### src/rtl/cva5_types.sv
// cva5_types: retire trace record, FIFO entry and frame constants; CVA5_TRACE_INSTRUCTION_EN adds the instruction field
package cva5_types;
  typedef struct packed {
    logic [31:0] pc;
    logic [31:0] instruction;
    logic        valid;
  } trace_retire_outputs_t;
`ifdef CVA5_TRACE_INSTRUCTION_EN
  typedef struct packed {
    logic        drop;
    logic [31:0] pc;
    logic [31:0] instruction;
  } trace_frame_entry_t;
  localparam int TRACE_FRAME_BYTES = 9;
`else
  typedef struct packed {
    logic        drop;
    logic [31:0] pc;
  } trace_frame_entry_t;
  localparam int TRACE_FRAME_BYTES = 5;
`endif
  localparam logic [7:0] TRACE_HEADER_MARKER = 8'h80;
endpackage

### src/rtl/trace_record_fifo.sv
// trace_record_fifo: synchronous FIFO with full/empty/count and async active-low reset
module trace_record_fifo #(
  parameter int WIDTH = 65,
  parameter int DEPTH = 8
) (
  input  logic                     clk,
  input  logic                     rst,
  input  logic                     wr_en,
  input  logic [WIDTH-1:0]         wr_data,
  input  logic                     rd_en,
  output logic [WIDTH-1:0]         rd_data,
  output logic                     full,
  output logic                     empty,
  output logic [$clog2(DEPTH):0]   count
);
  localparam int AW = $clog2(DEPTH);
  localparam int CW = AW + 1;
  logic [WIDTH-1:0] mem [DEPTH];
  logic [AW-1:0] wr_ptr, rd_ptr;
  logic wr, rd;
  always_comb begin
    full = count == CW'(DEPTH);
    empty = count == '0;
    wr = wr_en && !full;
    rd = rd_en && !empty;
    rd_data = mem[rd_ptr];
  end
  always_ff @(posedge clk)
    if (wr) mem[wr_ptr] <= wr_data;
  always_ff @(posedge clk or negedge rst)
    if (!rst) begin
      wr_ptr <= '0;
      rd_ptr <= '0;
      count <= '0;
    end else begin
      if (wr) wr_ptr <= wr_ptr + AW'(1);
      if (rd) rd_ptr <= rd_ptr + AW'(1);
      count <= count + CW'(wr) - CW'(rd);
    end
endmodule

### src/rtl/trace_retire_serializer.sv
// trace_retire_serializer: buffers retire records and streams them as byte framed packets (CVA5_TRACE_INSTRUCTION_EN adds the instruction word)
module trace_retire_serializer
  import cva5_types::*;
#(
  parameter int FIFO_DEPTH = 8
) (
  input  logic                  clk,
  input  logic                  rst,
  input  trace_retire_outputs_t retire,
  output logic [7:0]            tx_data,
  output logic                  tx_valid,
  input  logic                  tx_ready,
  output logic [15:0]           dropped_count,
  output logic                  busy
);
  localparam int CW = $clog2(FIFO_DEPTH) + 1;
  localparam int FW = TRACE_FRAME_BYTES * 8;
  typedef enum logic {IDLE, SEND} state_t;
  state_t state, state_n;
  trace_frame_entry_t head, frame, wr_entry;
  logic [5:0] seq, frame_seq;
  logic [3:0] byte_idx;
  logic drop_pending, full, empty, push, drop, last, accept, load;
  logic [CW-1:0] count;
  logic [FW-1:0] frame_bits;
  trace_record_fifo #(.WIDTH($bits(trace_frame_entry_t)), .DEPTH(FIFO_DEPTH)) u_fifo (
    .clk(clk),
    .rst(rst),
    .wr_en(push),
    .wr_data(wr_entry),
    .rd_en(load),
    .rd_data(head),
    .full(full),
    .empty(empty),
    .count(count)
  );
  always_comb begin
    wr_entry = '0;
    wr_entry.drop = drop_pending;
    wr_entry.pc = retire.pc;
`ifdef CVA5_TRACE_INSTRUCTION_EN
    wr_entry.instruction = retire.instruction;
    frame_bits = {frame.instruction, frame.pc, TRACE_HEADER_MARKER | {1'b0, frame.drop, frame_seq}};
`else
    frame_bits = {frame.pc, TRACE_HEADER_MARKER | {1'b0, frame.drop, frame_seq}};
`endif
    push = retire.valid && !full;
    drop = retire.valid && full;
    last = byte_idx == 4'(TRACE_FRAME_BYTES - 1);
    accept = state == SEND && tx_ready;
    // the next frame is loaded on the same edge the last byte goes, so frames run back to back
    load = !empty && (state == IDLE || (accept && last));
    state_n = load ? SEND : (accept && last) ? IDLE : state;
    tx_valid = state == SEND;
    tx_data = tx_valid ? 8'(frame_bits >> {byte_idx, 3'b000}) : 8'h00;
  end
  always_ff @(posedge clk or negedge rst)
    if (!rst) begin
      state <= IDLE;
      frame <= '0;
      frame_seq <= '0;
      byte_idx <= '0;
      seq <= '0;
      drop_pending <= 1'b0;
      dropped_count <= '0;
      busy <= 1'b0;
    end else begin
      state <= state_n;
      busy <= push || (|count) || state_n == SEND;
      if (load) begin
        frame <= head;
        frame_seq <= seq;
        seq <= seq + 6'd1;
        byte_idx <= '0;
      end else if (accept) byte_idx <= byte_idx + 4'd1;
      if (push) drop_pending <= 1'b0;
      else if (drop) drop_pending <= 1'b1;
      if (drop && dropped_count != 16'hFFFF) dropped_count <= dropped_count + 16'd1;
    end
endmodule
### config.mk
export PLATFORM = sky130hd
export DESIGN_NAME = trace_retire_serializer
export DESIGN_NICKNAME = d
export VERILOG_FILES = /design/src/rtl/cva5_types.sv /design/src/rtl/trace_record_fifo.sv /design/src/rtl/trace_retire_serializer.sv
export SDC_FILE = /design/constraint.sdc
export NUM_CORES = 1
export LEC_CHECK = 0
export CAP_MARGIN = 5
export CORE_UTILIZATION = 44
export DETAILED_ROUTE_END_ITERATION = 12
export PLACE_DENSITY = 0.74
export REMOVE_ABC_BUFFERS = 1
export SLEW_MARGIN = 40
export SYNTH_ARGS = -nofsm -noshare
export SYNTH_HDL_FRONTEND = slang
export SYNTH_SLANG_ARGS = --single-unit
### constraint.sdc
create_clock -name clk -period 6.3 [get_ports clk]
set_clock_uncertainty 0.15 [all_clocks]
set_input_delay 1.26 -clock clk [delete_from_list [all_inputs] [get_ports clk]]
set_output_delay 1.26 -clock clk [all_outputs]
set_load 0.01 [all_outputs]
==> reports/metrics.yaml, run 1 <==
tns_ps: 0
setup_viol: 0
grt_max_degree: 86
worst_path_dominant_cell_family: "simple AND/OR/NAND/NOR gates"
synth_cell_types: 40
peakVddDrop_v: 0.000294
crit_required_ps: 4890
die_x_um: 177
grt_overflow: 0
cap_violations: 0
power.density_mw_per_mm2: 445
cp.buffers_inverters: 1
fin_crit_ps: 4210
cts_sinks: 342
synth_area_mm2: 0.0136
antenna_cells: 0
slew_headroom: 0.471
p_clk_frac: 0.278
wl_um: 25200
hold_buffers: 0
antenna_left: 0
core_region_area_mm2: 0.0300
cts_root_buf: "clkbuf_16"
num_rows: 63
synthesis.instances: 716
cts_buffer_depth: 3
drt_first_pass_iters: 5
slew_viol_final: 0
wire_per_inst_um: 20.8
rsz0062_at_grt: "false"
whs_ps: 331
critPathKind: "reg -> out"
power.switching_w: 0.00207
worstMarginPinSlew_ps: 794
die_y_um: 177
utilization: 0.524
portBuffers: 61
pin_count: 94
htree_levels: 2
finalHoldViolations: 0
seqPwrFrac: 0.454
final_nets: 876
synth.avg_cell_area_um2: 18.9
final_cells: 1212
postCtsSetupRepairBufs: 0
ys_warn_count: 0
drt_iter0_drc: 442
path_cells: "nor2_1 > nand3_1 > a21oi_1 > clkdlybuf4s50_1"
status: "finished, final reports clean"
avgViaCountPerCell: 5.46
internal_power_w: 0.00491
final_cell_mix: "edfxtp_1, dfrtp_1, mux4_2"
dp.cells: 1148
final_common_cell: "edfxtp_1"
grt_usage: 0.167
cts_tree: "done"
critPathMaxStageDelay_ps: 650
startpoint_type: "register"
leakagePower_nw: 5.41
vias: 6613
comb_power_share: 0.268
arrival_ps: 2800
syn2layout_area_growth_pct: 15.7
period_share: 0.668
end_kind: "primary output"
ys_ff_latch: 342
r2r_slack_ps: 3440
path_clk_slew_ps: 60
power_w: 0.00698
max_freq_mhz: 238
cts_repair_resize_count: 0
hold_class: "reg -> reg"
die-area_mm2: 0.0315
grt_pass1_wl_um: 39400
ys_seq_area_frac: 0.729
swShare: 0.297
drc: 0
layout-drive-gt1-share: 0.203
grt_pass1_vias: 6869
antenna_found_initial: 0
clk_latency_ps: 510
cp_slowest_cell: "dfrtp_1"
hpwl_um: 13900
cp_max_fo: 13
gp_congestion: 0.807
start_util: 0.452
cts-buffers-inserted: 35
-- Yosys cell counts --
library cell | count | area, um^2
a21o_1 | 1 | 7.51
nand3_1 | 18 | 90.1
mux2i_1 | 34 | 340
o21bai_1 | 1 | 7.51
buf_6 | 5 | 56.3
nor3_1 | 9 | 45.0
nor2_2 | 1 | 6.26
and4b_1 | 1 | 10.0
mux4_2 | 73 | 1640
buf_2 | 15 | 75.1
or3_1 | 1 | 6.26
nor4_1 | 1 | 6.26
buf_1 | 1 | 3.75
and3_1 | 3 | 18.8
nor3b_2 | 1 | 12.5
and4_1 | 5 | 43.8
nand4bb_1 | 1 | 11.3
nand4b_2 | 1 | 15.0
a21oi_1 | 44 | 220
mux2_2 | 9 | 101
o21ai_0 | 1 | 5.00
nor2_1 | 44 | 165
nor3_2 | 1 | 10.0
fa_1 | 1 | 20.0
clkbuf_1 | 1 | 3.75
xor2_1 | 14 | 123
dfrtp_1 | 78 | 1950
a22oi_2 | 1 | 12.5
mux2_4 | 1 | 15.0
nand2_1 | 16 | 60.1
buf_4 | 12 | 90.1
nand4b_1 | 1 | 8.76
and2_1 | 1 | 6.26
xnor2_1 | 14 | 123
nand4_1 | 6 | 37.5
a221o_1 | 1 | 10.0
ha_1 | 12 | 150
inv_1 | 11 | 41.3
nand2b_1 | 11 | 68.8
edfxtp_1 | 264 | 7930
-- metal layers --
layer,vias up,wire length [um],part of all wire,GRT usage
met2,159,12400,0.49,0.273
met5,-,0,0,0
li1,2976,-,-,-
met3,31,1230,0.049,0.0306
met4,0,420,0.017,0.0417
met1,3447,11100,0.44,0.233
-- cells by family (layout without fill, tap and decap cells) --
logic type / Yosys count / count (layout) / share of synthesized area
DFF: 342 / 342 / 0.729
xor gates and xnor gates: 28 / 28 / 0.0181
and+or+nand+nor: 122 / 122 / 0.0459
adders and majority gates: 13 / 13 / 0.0126
AOI/OAI and AO/OA: 49 / 49 / 0.0194
buffers and inverters: 45 / 151 / 0.0199
muxes: 117 / 117 / 0.155
-- stage by stage --
step           worst slack, ps  area [um^2]
3_3_place_gp              2610        14600
6_report                  2090        15700
3_5_place_dp              2580        14600
4_1_cts                   2080        15700
5_1_grt                   1890        15700
2_1_floorplan             1110        13300
-- final timing paths --
kind	end	startpoint	cells after the start
worst max-delay path	tx_data[6]	byte_idx[0]	4
worst min-delay path	seq[5]	seq[5]	1
worst max register to register	u_fifo.count[3]	byte_idx[0]	10
worst min register to register	seq[5]	seq[5]	1
max in group asynchronous	u_fifo.rd_ptr[1]	rst	2
min in group asynchronous	busy	rst	1
-- power by group through the flow --
stage	clock network, W	logic, W	registers (W)
after floorplan	0	0.00121	0.00326
after global placement	0	0.00186	0.00319
after detailed placement	0	0.00190	0.00321
after CTS	0.00198	0.00191	0.00317
after global routing	0.00206	0.00203	0.00322
final	0.00194	0.00187	0.00317
-- cell type report --
type / instances / area, um^2
inverters: 11 / 41.3
flip-flops and latches: 342 / 9890
fillers: 2367 / 14300
clock buffers: 42 / 933
well taps: 390 / 488
clock inverters: 22 / 150
multi-input cells: 329 / 3450
repair buffers: 76 / 732
-- state kept, by name, summed over array words and instances (netlist names) --
register	cells
busy	1
byte_idx	4
drop_pending	1
dropped_count	16
frame	33
frame_seq	6
seq	6
tx_valid	1
u_fifo.count	4
u_fifo.mem	264
u_fifo.rd_ptr	3
u_fifo.wr_ptr	3
No activity file was read; power rests on OpenSTA's default activity.
==> inputs of run 2 (changes only) <==
Clock period 6.3 ns to 4.1 ns, I/O delays scaled along.
==> run 2 against run 1 <==
  * Sequential power rose by 54%
  * Final cell count rose by 0.74%
  * Die area did not move
  * Count of clock-buffer cells in the layout rose by 9
  * Highest routed layer unchanged
  * Utilization rose by 0.94 points
==> reports/metrics.yaml, run 2 (synthesis results as in run 1) <==
grt_pass1_wl_um: 40900  # +3.9%
cap_violations: 0  # unchanged
slew_viol_final: 0  # unchanged
path_clk_slew_ps: 60  # about the same
status: "finished, final reports clean"
hpwl_um: 15000  # +7.6%
cts_sinks: 342  # unchanged
critPathMaxStageDelay_ps: 610  # -40 ps
die_y_um: 177  # unchanged
arrival_ps: 2730  # -70 ps
startpoint_type: "register"
worst_path_dominant_cell_family: "simple AND/OR/NAND/NOR gates"
cp_max_fo: 8  # -5
crit_required_ps: 3130  # -1760 ps
cts-buffers-inserted: 36  # +2.9%
final_nets: 884  # +0.91%
antenna_cells: 0  # unchanged
critPathKind: "reg -> out"
grt_pass1_vias: 7027  # +2.3%
largest_reg_flops: 264  # unchanged
final_cell_mix: "edfxtp_1, dfrtp_1, mux4_2"
slew_headroom: 0.472  # +0.00159
finalWorstSetupSlack_ps: 401  # -1690 ps
power.density_mw_per_mm2: 697  # +57%
drt_first_pass_iters: 5  # unchanged
rsz0062_at_grt: "false"
path_cells: "nor2_1 > nand3_1 > a21oi_1 > clkdlybuf4s50_1"
die_x_um: 177  # unchanged
num_rows: 63  # unchanged
drt_iter0_drc: 562  # +27%
worstMarginPinSlew_ps: 792  # -2.38 ps
cp_slowest_cell: "clkdlybuf4s50_1"
cts_tree: "done"
wl_um: 25800  # +2.7%
fin_crit_ps: 3700
start_util: 0.452  # unchanged
cp.buffers_inverters: 1  # unchanged
grt_usage: 0.174  # +0.00705
end_kind: "primary output"
whs_ps: 4.87  # -327 ps
gp_congestion: 0.829  # +2.7%
cts_buffer_depth: 3  # unchanged
die-area_mm2: 0.0315  # unchanged
layout-drive-gt1-share: 0.211  # +0.00743
syn2layout_area_growth_pct: 17.8
clk_latency_ps: 510  # about the same
portBuffers: 61  # unchanged
antenna_left: 0  # unchanged
pin_count: 94  # unchanged
core_region_area_mm2: 0.0300  # unchanged
leakagePower_nw: 5.53  # +2.2%
hold_class: "in -> async"
max_freq_mhz: 270
grt_max_degree: 86  # unchanged
drc: 0  # unchanged
vias: 6737  # +1.9%
postCtsSetupRepairBufs: 0  # unchanged
htree_levels: 2  # unchanged
grt_overflow: 0  # unchanged
reg_top3: "u_fifo.mem x264, frame x33, dropped_count x16"
peakVddDrop_v: 0.000319  # +8.7%
antenna_found_initial: 0  # unchanged
cts_root_buf: "clkbuf_16"
top_register: "u_fifo.mem"
period_share: 0.902
final_common_cell: "edfxtp_1"
cts_repair_resize_count: 0  # unchanged
avgViaCountPerCell: 5.52  # +1.1%
wire_per_inst_um: 21.1  # +1.9%
finalHoldViolations: 0  # unchanged
hold_buffers: 0  # unchanged
setup_viol: 0  # unchanged
place_ws_ps: 777  # -1800 ps
run 2: cell types whose count changed in the layout (fill, tap and decap cells not counted), moves of 2 or more:
cell       previous run  this run
clkbuf_8              1         5
buf_6                 3         1
bufinv_16             1         4
buf_12                0         7
clkinv_1              7         4
clkbuf_1              5         9
clkinv_2              6         2
run 2: report_power, final:
part	switching (W)	total (W)	internal, W
combinational	0.00144	0.00296	0.00152
sequential	0.000472	0.00488	0.00441
clock	0.00128	0.00329	0.00201
total	0.00319	0.0111	0.00794
run 2: final timing paths:
check / slack, ps / cells after the start / start / end
worst min register to register: 340 / 1 / seq[5] / seq[5]
worst max register to register: 1480 / 10 / byte_idx[1] / u_fifo.count[2]
max in group asynchronous: 3210 / 2 / rst / u_fifo.rd_ptr[0]
worst max-delay path: 400 / 4 / byte_idx[1] / tx_data[1]
min in group clk: 340 / 1 / seq[5] / seq[5]
worst min-delay path: 5 / 1 / rst / dropped_count[0]
run 2: area by class of cell:
type / instances / area (um^2)
fill: 2319 / 14000
inverter: 11 / 41.3
multi-input combinational: 329 / 3450
tap: 390 / 488
timing repair buffer: 83 / 885
clock inverter: 15 / 185
clock buffer: 51 / 1030
sequential: 342 / 9890
run 2: per-layer routing:
layer	up-vias	track usage	part of all wire
met5	-	0	0
met4	0	0.0534	0.020
met3	46	0.0298	0.053
met2	174	0.292	0.51
met1	3515	0.234	0.42
li1	3002	-	-
run 2: metrics by stage:
step	util	setup TNS, ps	total power [W]	instance area [um^2]	std cells
4_1_cts	0.532	0	0.0113	15900	1220
5_1_grt	0.533	0	0.0117	16000	1221
6_report	0.533	0	0.0111	16000	1221
3_5_place_dp	0.492	0	0.00796	14700	1154
2_1_floorplan	-	-22460	0.00687	13300	682
3_3_place_gp	0.489	0	0.00780	14700	1151
